File: src/rtl/hack_pkg.sv
// Shared Hack CPU constants: word width, PC reset vector and the PC action encoding.
package hack_pkg;

    localparam int WORD_W = 16;
    localparam logic [WORD_W-1:0] PC_RESET_VEC = '0;

    localparam logic [1:0] ACT_HOLD = 2'd0;
    localparam logic [1:0] ACT_INC  = 2'd1;
    localparam logic [1:0] ACT_LOAD = 2'd2;
    localparam logic [1:0] ACT_CLR  = 2'd3;

endpackage

File: src/rtl/pc_register.sv
// WIDTH-bit register bank with write enable and asynchronous active-high reset to RST_VAL.
module pc_register #(
    parameter int WIDTH = 16,
    parameter logic [WIDTH-1:0] RST_VAL = '0
) (
    input  logic             clk,
    input  logic             rst,
    input  logic             en,
    input  logic [WIDTH-1:0] d,
    output logic [WIDTH-1:0] q
);

    always_ff @(posedge clk or posedge rst) begin
        if (rst)
            q <= RST_VAL;
        else if (en)
            q <= d;
    end

endmodule

File: src/rtl/program_counter.sv
// Hack program counter: priority clr > load > inc > hold, with a one-cycle wrap pulse.
// Optional last_jump capture register enabled by the PC_LAST_JUMP_EN macro.
module program_counter
    import hack_pkg::*;
#(
    parameter int WIDTH = WORD_W,
    parameter logic [WIDTH-1:0] RESET_VEC = WIDTH'(PC_RESET_VEC)
) (
    input  logic             clk,
    input  logic             rst,
    input  logic             clr,
    input  logic             load,
    input  logic             inc,
    input  logic [WIDTH-1:0] in,
    output logic [WIDTH-1:0] out,
    output logic             wrap,
    output logic [WIDTH-1:0] last_jump
);

    logic [1:0]       act;
    logic             pc_en;
    logic [WIDTH-1:0] pc_inc;
    logic [WIDTH-1:0] pc_next;

    always_comb begin
        act = ACT_HOLD;
        if (inc)  act = ACT_INC;
        if (load) act = ACT_LOAD;
        if (clr)  act = ACT_CLR;
    end

    assign pc_en   = clr | load | inc;
    assign pc_inc  = out + WIDTH'(1);
    assign pc_next = clr ? RESET_VEC : (load ? in : pc_inc);

    pc_register #(.WIDTH(WIDTH), .RST_VAL(RESET_VEC)) u_pc (
        .clk (clk),
        .rst (rst),
        .en  (pc_en),
        .d   (pc_next),
        .q   (out)
    );

    // Only an increment out of all-ones raises wrap; every other edge clears it.
    always_ff @(posedge clk or posedge rst) begin
        if (rst)
            wrap <= 1'b0;
        else
            wrap <= (act == ACT_INC) && (&out);
    end

`ifdef PC_LAST_JUMP_EN
    pc_register #(.WIDTH(WIDTH), .RST_VAL('0)) u_last_jump (
        .clk (clk),
        .rst (rst),
        .en  (act == ACT_LOAD),
        .d   (out),
        .q   (last_jump)
    );
`else
    assign last_jump = '0;
`endif

endmodule

File: config.mk
export PLATFORM = sky130hd
export DESIGN_NAME = program_counter
export DESIGN_NICKNAME = d
export VERILOG_FILES = /design/src/rtl/hack_pkg.sv /design/src/rtl/pc_register.sv /design/src/rtl/program_counter.sv
export SDC_FILE = /design/constraint.sdc
export NUM_CORES = 1
export LEC_CHECK = 0
export CAP_MARGIN = 20
export CORE_MARGIN = 2
export CORE_UTILIZATION = 25
export CTS_CLUSTER_SIZE = 8
export DETAILED_ROUTE_END_ITERATION = 7
export PLACE_DENSITY = 0.57
export SLEW_MARGIN = 20
export SYNTH_ARGS = -nofsm -noshare
export SYNTH_HDL_FRONTEND = slang
export SYNTH_HIERARCHICAL = 1
export SYNTH_SLANG_ARGS = --single-unit
File: constraint.sdc
create_clock -name clk -period 2.15 [get_ports clk]
set_input_delay 0.215 -clock clk [delete_from_list [all_inputs] [get_ports clk]]
set_output_delay 0.215 -clock clk [all_outputs]
set_load 0.01 [all_outputs]
==> results of run 1 <==
==> layout make-up <==
type,count,share of cell area [%]
Sequential cell,17,23.2
Inverter,12,2.46
Clock buffer,4,2.46
Tap cell,72,4.91
Multi-Input combinational cell,110,45.6
Timing Repair Buffer,40,21.4
==> routing by layer <==
metal	vias to the layer above	part of all wire, %	track usage, %
met5	-	0	0
met4	0	0.61	3.10
met3	2	5.2	2.49
met2	28	44	15.8
met1	487	50	13.9
li1	545	-	-
==> synthesized netlist by cell type <==
cell	count	share of area, %
ha_1	1	0.88
a21o_1	2	1.1
clkbuf_1	3	0.79
inv_1	12	3.2
mux2_2	6	4.8
nand2_1	6	1.6
nand4_4	1	1.5
buf_6	1	0.79
nor2_1	8	2.1
buf_12	1	1.4
xor2_1	7	4.3
a21oi_1	10	3.5
nor4_4	1	1.5
xnor2_1	4	2.5
mux2i_1	3	2.1
o21a_1	9	4.8
nor4_1	1	0.44
nand4_1	2	0.88
nor4_2	3	2.6
o21ai_0	2	0.70
dfrtp_1	17	30
or3_1	3	1.3
nor2b_1	1	0.44
nand3_2	1	0.70
nand3_1	4	1.4
nand4_2	1	0.88
a21oi_2	2	1.2
buf_4	16	8.5
mux2_4	10	11
nor4b_2	1	1.1
buf_1	2	0.53
nor3_1	5	1.8
conb_1	1	0.26
==> how the worst max path moves through the flow <==
stage	startpoint	to	slack, ps	cells past startpoint
6_report	u_pc/q[0]$_DFFE_PP0P_	u_pc/q[14]$_DFFE_PP0P_	370	6
5_1_grt	u_pc/q[0]$_DFFE_PP0P_	u_pc/q[6]$_DFFE_PP0P_	260	6
4_1_cts	u_pc/q[0]$_DFFE_PP0P_	u_pc/q[14]$_DFFE_PP0P_	360	6
3_5_place_dp	u_pc/q[0]$_DFFE_PP0P_	u_pc/q[14]$_DFFE_PP0P_	370	6
3_3_place_gp	u_pc/q[0]$_DFFE_PP0P_	u_pc/q[14]$_DFFE_PP0P_	380	6
2_1_floorplan	u_pc/q[0]$_DFFE_PP0P_	u_pc/q[6]$_DFFE_PP0P_	460	6
==> registers in the layout, indices dropped and copies added, names as in the netlist <==
signal,flops
u_pc/q,16
wrap,1
==> kinds of logic (layout without fill, tap and decap cells) <==
group,Yosys count,after routing
other,1,16
multiplexers,19,19
buffers and inverters,35,56
flip-flops,17,17
AO/OA/AOI/OAI,25,25
XOR/XNOR,11,11
adder cells (fa/ha/maj),1,1
AND/OR/NAND/NOR,38,38
==> cell usage in the layout, fill, tap and decap left out <==
cell,Yosys,layout
mux2i_1,3,3
nor4_4,1,1
ha_1,1,1
a21o_1,2,2
nand4_4,1,1
nor4b_2,1,1
mux2_2,6,6
buf_4,16,3
clkbuf_1,3,1
nor4_2,3,3
nor2b_1,1,1
a21oi_2,2,2
xor2_1,7,7
mux2_4,10,10
nand4_2,1,1
dfrtp_1,17,17
nor2_1,8,8
or3_1,3,3
nand3_1,4,4
nand3_2,1,1
a21oi_1,10,10
o21ai_0,2,2
clkdlybuf4s50_1,0,37
clkbuf_8,0,3
nand4_1,2,2
nor4_1,1,1
xnor2_1,4,4
nor3_1,5,5
nand2_1,6,6
inv_1,12,12
conb_1,1,16
o21a_1,9,9
==> per-stage QoR <==
step                cell area (um2)  instances
floorplan                      1480        162
global placement               1790        251
detailed placement             1790        251
CTS                            1830        255
global route                   1830        255
finish                         1830        255
==> report_power, final <==
group          total, mW  internal (mW)  leakage (nW)  switching (mW)
Sequential         0.389          0.344         0.223          0.0448
Combinational      0.241          0.140         0.585           0.101
Clock              0.244          0.131        0.0228           0.112
Total              0.874          0.616         0.831           0.258
==> critical path: stages, from the launching register on <==
cell and delay (ps):
dfrtp_1 440, ha_1 230, nand3_2 220, nor4_4 240, xor2_1 100, o21a_1 180
mux2_4 250
==> flow_summary.toml, run 1 <==
[sta]
holdWs_ps = 128
fin_ws_ps = 372
finalHoldViolCount = 0
fin_crit_ps = 1780
rsz0062_at_grt = "false"
max_slew_margin_pct = 55.0
slew_violations = 0
clock_skew_ps = 0.954
finalSetupTns_ps = 0
fmax_ghz = 0.562
setup_viol = 0
max_slew.worst_pin.slew_ps = 674
min_period_over_period_pct = 82.7

[synthesis]
synth-seq-cells = 17
ys_types = 33
syn_area_um2 = 1420
synth_top_family_by_area = "simple AND/OR/NAND/NOR gates"
syn_inst = 147
synthMuxAreaShare_pct = 17.4
yosysWarnings = 6
ys_seq_area_share_pct = 30.0
synthXorXnorAreaFrac_pct = 6.78
synth_compound_area_share_pct = 11.3
synth-simple-area-share_pct = 18.2
synth_adder_area_share_pct = 0.881
syn_area_per_cell_um2 = 9.66

[drt]
antenna_left = 0
vias_per_cell = 4.16
wl_per_cell_um = 12.3
drt_first_pass_iters = 4
vias = 1062
drt_wl_total_um = 3130
drc_errors = 0
drtIter0Drc = 41

[worst_setup_path]
crit_path_max_fanout = 8
r2r-start = "u_pc/q[0]$_DFFE_PP0P_"
required_ps = 2290
criticalPathCategory = "flop to flop"
arrival_ps = 1920
crit_path_end_kind = "flop"
r2r_cells = 6
cp-start-kind = "flop"
worstReg2RegEnd = "u_pc/q[14]$_DFFE_PP0P_"
rrSetupSlack_ps = 370

[cells_and_area]
syn2layout_area_growth_pct = 29.2
regArea_um2 = 425
multi_input_area_um2 = 836
final.fill_count = 600
drive_gt1_share_pct = 17.5
nets = 206
utilization_pct = 33.3
antenna_cells = 0

[clock_tree]
clkTransAtPathRegs_ps = 70
cts_resized = 0
postCtsHoldBufs = 0
worstSkewPairLatency_ps = 250
postCtsSetupBuffers = 0
clockRootBuffer = "clkbuf_8"
numCtsBuffers = 3
cts_tree = "yes"
cts_sinks = 17
cts_buffer_depth = 2
htree_levels = 1

[global_route]
grt_pass1_vias = 1016
grt_pass1_wl_um = 5070
track_usage_pct = 10.2
antenna_found_initial = 0
grt_overflow = 0
grt_max_degree = 31

[floorplanning]
io_pins = 54
core_area_um2 = 5510
start_util_pct = 25.8
die_h_um = 79.4
num_rows = 27
die_area_um2 = 6300
die_w_um = 79.4

[placement]
dpl_worst_slack_ps = 373
place_congestion = 0.731
hpwl_um = 2300
port_buffers = 37

[power_and_ir_drop]
peakVddDrop_v = 0.000185
power_leakage_nw = 0.831
power_density_nw_per_um2 = 476
finalPower_mw = 0.874

[flow_run]
maxCapViolations = 0

[worst_hold_path]
worstHoldPathType = "primary input to async pin"

[outcome]
outcome = "finished clean"
(Power assumes the default switching activity.)
==> run 2, diff against run 1 <==
--- a/config.mk
+++ b/config.mk
@@ -10,7 +10,7 @@
 export CORE_UTILIZATION = 25
 export CTS_CLUSTER_SIZE = 8
 export DETAILED_ROUTE_END_ITERATION = 7
-export PLACE_DENSITY = 0.57
+export PLACE_DENSITY = 0.59
 export SLEW_MARGIN = 20
 export SYNTH_ARGS = -nofsm -noshare
 export SYNTH_HDL_FRONTEND = slang
==> constraint.sdc (replaced) <==
create_clock -name clk -period 1.5 [get_ports clk]
set_input_delay 0.15 -clock clk [delete_from_list [all_inputs] [get_ports clk]]
set_output_delay 0.15 -clock clk [all_outputs]
set_load 0.01 [all_outputs]
==> flow_summary.toml, run 2 (synthesized netlist as in run 1, its figures left out) <==
[global_route]
grt_pass1_wl_um = 5380
grt_most_used_layer = "met2"
grt_use_met1_pct = 14.2
grt_use_met3_pct = 2.71
antenna_found_initial = 0
grt_pass1_vias = 1154
grt_max_degree = 22
track_usage_pct = 10.8
grt_overflow = 0
grt_use_met2_pct = 17.5

[power_and_ir_drop]
switching_power_mw = 0.383
power.internal_mw = 0.940
power_frac_comb_pct = 33.8
seq_power_share_pct = 40.8
peakVddDrop_v = 0.000290
power_leakage_nw = 1.10
p_sw_share_pct = 28.9
power_density_nw_per_um2 = 616
clock_power_share_pct = 25.4

[cells_and_area]
top_regs = "u_pc/q (16), wrap (1)"
antenna_cells = 0
syn2layout_area_growth_pct = 51.2
final_common_cell = "buf_4"
nets = 234
drive_gt1_share_pct = 37.0
largest_reg_flops = 16
layout_common_cells = "buf_4 (30), clkdlybuf4s50_1 (29), conb_1 (16), inv_1 (12)"
largest-register = "u_pc/q"
fin_area_um2 = 2150

[clock_tree]
numCtsBuffers = 3
htree_levels = 1
worstSkewPairLatency_ps = 250
postCtsHoldBufs = 0
clockRootBuffer = "clkbuf_8"
cts_sinks = 17
cts_tree = "yes"
cts_buffer_depth = 2
clkTransAtPathRegs_ps = 70

[worst_setup_path]
crit_path_end_kind = "flop"
required_ps = 1630
rrSetupSlack_ps = -110
criticalPathCategory = "flop to flop"
crit_path_max_fanout = 6
arrival_ps = 1740
cp-start-kind = "flop"

[outcome]
violations = "setup timing"
outcome = "finished with violations"

[sta]
setup_viol = 11
min_period_over_period_pct = 107
fmax_ghz = 0.623
clock_skew_ps = 1.21
fin_ws_ps = -106
rsz0062_at_grt = "true"
fin_crit_ps = 1610
holdWs_ps = 61.6
slew_violations = 0
finalHoldViolCount = 0

[drt]
drt_wl_total_um = 3280
drc_errors = 0
wl_per_cell_um = 11.6
vias_per_cell = 4.17
vias = 1181
antenna_left = 0
drtIter0Drc = 39
drt_first_pass_iters = 4

[placement]
port_buffers = 37
hpwl_um = 2500
dpl-instance-area_um2 = 2000
place_congestion = 0.702

[floorplanning]
num_rows = 27
die_area_um2 = 6300
die_w_um = 79.4
start_util_pct = 25.8
die_h_um = 79.4
core_area_um2 = 5510
io_pins = 54

[worst_hold_path]
worstHoldPathType = "primary input to async pin"

[flow_run]
maxCapViolations = 0
-- run 2: cell count changes in the layout (fill, tap and decap cells not counted), moves of 2 or more --
cell,previous run,this run
buf_4,3,30
dfrtp_1,17,6
dfrtp_2,0,11
clkdlybuf4s50_1,37,29
dlymetal6s2s_1,0,7
nor4_4,1,3
-- run 2: path summary, 6_finish.rpt --
check,startpoint,endpoint,cells after the start
min in group clk,inc,wrap$_DFF_PP0_,3
worst min-delay path,rst,wrap$_DFF_PP0_,2
max in group asynchronous,rst,u_pc/q[2]$_DFFE_PP0P_,3
worst min register to register,u_pc/q[15]$_DFFE_PP0P_,u_pc/q[15]$_DFFE_PP0P_,1
worst max register to register,u_pc/q[5]$_DFFE_PP0P_,u_pc/q[14]$_DFFE_PP0P_,5
worst max-delay path,u_pc/q[5]$_DFFE_PP0P_,u_pc/q[14]$_DFFE_PP0P_,5
-- run 2: area by class of cell --
type                       count  area, um2
clock buffer                   3       41.3
sequential                    17        439
inverter                      12       45.0
fill                         554       3360
clock inverter                 1       5.00
timing repair buffer          68        623
multi-input combinational    110        903
tap                           72       90.1
-- run 2: power groups by stage --
stage | Sequential [mW] | Combinational, mW | Clock [mW]
after floorplan | 0.581 | 0.218 | 0
after global placement | 0.548 | 0.434 | 0
after detailed placement | 0.548 | 0.439 | 0
after CTS | 0.540 | 0.440 | 0.353
after global routing | 0.545 | 0.487 | 0.386
final | 0.539 | 0.448 | 0.336
-- run 2: repair_timing --
action / in CTS / in global routing
setup endpoints to repair: 10 / 19
buffers inserted: 0 / 5
pin swaps: 1 / 6
resized for setup: 3 / 12
-- run 2: critical path: stages, from the launching register on --
cell and delay, ps:
dfrtp_2 400, nand4_4 200, nor4_4 350, xor2_1 110, o21a_1 180, mux2_4 250
-- run 2: routing by layer --
metal,routed length [um],vias up
li1,-,605
met3,176,2
met2,1580,25
met1,1510,549
met4,17,0
met5,0,-
-- run 2: stage by stage --
step,total power [mW],utilization (%),setup WS [ps],cells,setup TNS (ps)
floorplan,0.798,-,-39.9,162,-143
global placement,0.982,36.4,-118,274,-1740
detailed placement,0.987,36.4,-130,274,-1820
CTS,1.33,37.4,-103,278,-667
global route,1.42,39.0,-174,283,-1590
finish,1.32,39.0,-106,283,-597
==> run 3, diff against run 2 <==
--- a/config.mk
+++ b/config.mk
@@ -10,7 +10,7 @@
 export CORE_UTILIZATION = 25
 export CTS_CLUSTER_SIZE = 8
 export DETAILED_ROUTE_END_ITERATION = 7
-export PLACE_DENSITY = 0.59
+export PLACE_DENSITY = 0.57
 export SLEW_MARGIN = 20
 export SYNTH_ARGS = -nofsm -noshare
 export SYNTH_HDL_FRONTEND = slang
==> constraint.sdc (replaced) <==
create_clock -name clk -period 2.06 [get_ports clk]
set_input_delay 0.206 -clock clk [delete_from_list [all_inputs] [get_ports clk]]
set_output_delay 0.206 -clock clk [all_outputs]
set_load 0.01 [all_outputs]
==> flow_summary.toml, run 3 (synthesized netlist as in run 1, its figures left out) <==
[global_route]
grt_pass1_vias = 1035
antenna_found_initial = 0
grt_pass1_wl_um = 5180
grt_overflow = 0
grt_max_degree = 31
track_usage_pct = 10.5

[cells_and_area]
nets = 209
syn2layout_area_growth_pct = 30.7
largest-register = "u_pc/q"
antenna_cells = 0
largest_reg_flops = 16
final_common_cell = "clkdlybuf4s50_1"
layout_common_cells = "clkdlybuf4s50_1 (37), dfrtp_1 (17), conb_1 (16), inv_1 (12)"
drive_gt1_share_pct = 18.8
utilization_pct = 33.7
top_regs = "u_pc/q (16), wrap (1)"

[clock_tree]
cts_sinks = 17
htree_levels = 1
clkTransAtPathRegs_ps = 70
clockRootBuffer = "clkbuf_8"
cts_buffer_depth = 2
postCtsHoldBufs = 0
cts_resized = 0
numCtsBuffers = 3
cts_tree = "yes"
worstSkewPairLatency_ps = 250
postCtsSetupBuffers = 0

[sta]
max_slew_margin_pct = 54.8
fin_crit_ps = 1800
slew_violations = 0
clock_skew_ps = 2.70
finalHoldViolCount = 0
max_slew.worst_pin.slew_ps = 677
fmax_ghz = 0.557
rsz0062_at_grt = "false"
setup_viol = 0
min_period_over_period_pct = 87.2
finalSetupTns_ps = 0

[placement]
hpwl_um = 2320
port_buffers = 37
place_congestion = 0.729

[worst_setup_path]
crit_path_end_kind = "flop"
worstPathCellList = "ha_1 > nand3_2 > or3_1 > a21o_1 > a21oi_2 > mux2_4"
slowest_delay_ps = 450
arrival_ps = 1990
cpMaxStageDelayCell = "dfrtp_1"
required_ps = 2250
criticalPathCategory = "flop to flop"
crit_path_max_fanout = 8
cp-start-kind = "flop"

[floorplanning]
num_rows = 27
die_w_um = 79.4
die_area_um2 = 6300
io_pins = 54
start_util_pct = 25.8
die_h_um = 79.4
core_area_um2 = 5510

[drt]
drt_wl_total_um = 3190
wl_per_cell_um = 12.4
drc_errors = 0
vias = 1096
drtIter0Drc = 59
drt_first_pass_iters = 4
vias_per_cell = 4.25
antenna_left = 0

[outcome]
outcome = "finished clean"

[power_and_ir_drop]
power_density_nw_per_um2 = 493
clock_power_share_pct = 27.8
peakVddDrop_v = 0.000156
power_frac_comb_pct = 28.1
power.internal_mw = 0.646
switching_power_mw = 0.270
p_sw_share_pct = 29.5
power_leakage_nw = 0.845
seq_power_share_pct = 44.1

[flow_run]
maxCapViolations = 0

[worst_hold_path]
worstHoldPathType = "primary input to async pin"
run 3: worst max-delay path: cells and delay by family, from the launching register on:
| family | cells | cell delay [ps] |
|---|---|---|
| muxes | 1 | 150 |
| DFF | 1 | 450 |
| adders and majority gates | 1 | 240 |
| AOI/OAI and AO/OA | 2 | 310 |
| and+or+nand+nor | 2 | 590 |
run 3: power by group through the flow:
| stage | combinational, mW | clock, mW | sequential [mW] |
|---|---|---|---|
| 3_5_place_dp | 0.258 | 0 | 0.411 |
| 2_1_floorplan | 0.156 | 0 | 0.416 |
| 4_1_cts | 0.260 | 0.269 | 0.405 |
| 6_report | 0.257 | 0.254 | 0.404 |
| 5_1_grt | 0.280 | 0.281 | 0.411 |
| 3_3_place_gp | 0.256 | 0 | 0.411 |
run 3: layout make-up:
cell class              count  area, um2
repair buffers             43        415
multi-input cells         110        836
fillers                   596       3650
inverters                  12       45.0
flip-flops and latches     17        425
clock buffers               4       45.0
well taps                  72       90.1
run 3: through the flow:
stage | cell area (um2) | cells | setup WS, ps | total power [mW] | hold WS (ps)
floorplan | 1480 | 162 | 375 | 0.572 | -65.3
global placement | 1810 | 254 | 284 | 0.667 | 378
detailed placement | 1810 | 254 | 288 | 0.669 | 385
CTS | 1860 | 258 | 265 | 0.934 | 107
global route | 1860 | 258 | 123 | 0.973 | 124
finish | 1860 | 258 | 265 | 0.915 | 113
run 3: final timing paths:
| check | from | endpoint | slack (ps) | cells past startpoint |
|---|---|---|---|---|
| setup / recovery | u_pc/q[0]$_DFFE_PP0P_ | u_pc/q[6]$_DFFE_PP0P_ | 260 | 6 |
| hold / removal | rst | wrap$_DFF_PP0_ | 110 | 2 |
| setup reg to reg | u_pc/q[0]$_DFFE_PP0P_ | u_pc/q[6]$_DFFE_PP0P_ | 260 | 6 |
| hold reg to reg | u_pc/q[13]$_DFFE_PP0P_ | u_pc/q[13]$_DFFE_PP0P_ | 610 | 1 |
| max in group asynchronous | rst | u_pc/q[9]$_DFFE_PP0P_ | 1250 | 2 |
| min in group clk | inc | wrap$_DFF_PP0_ | 580 | 3 |
run 3: layer usage:
metal  up-vias  GRT usage [%]  wire length (um)
met5         -              0                 0
met4         0           3.10                18
met3         2           2.04               116
met2        30           16.9              1460
met1       514           14.4              1600
li1        550              -                 -
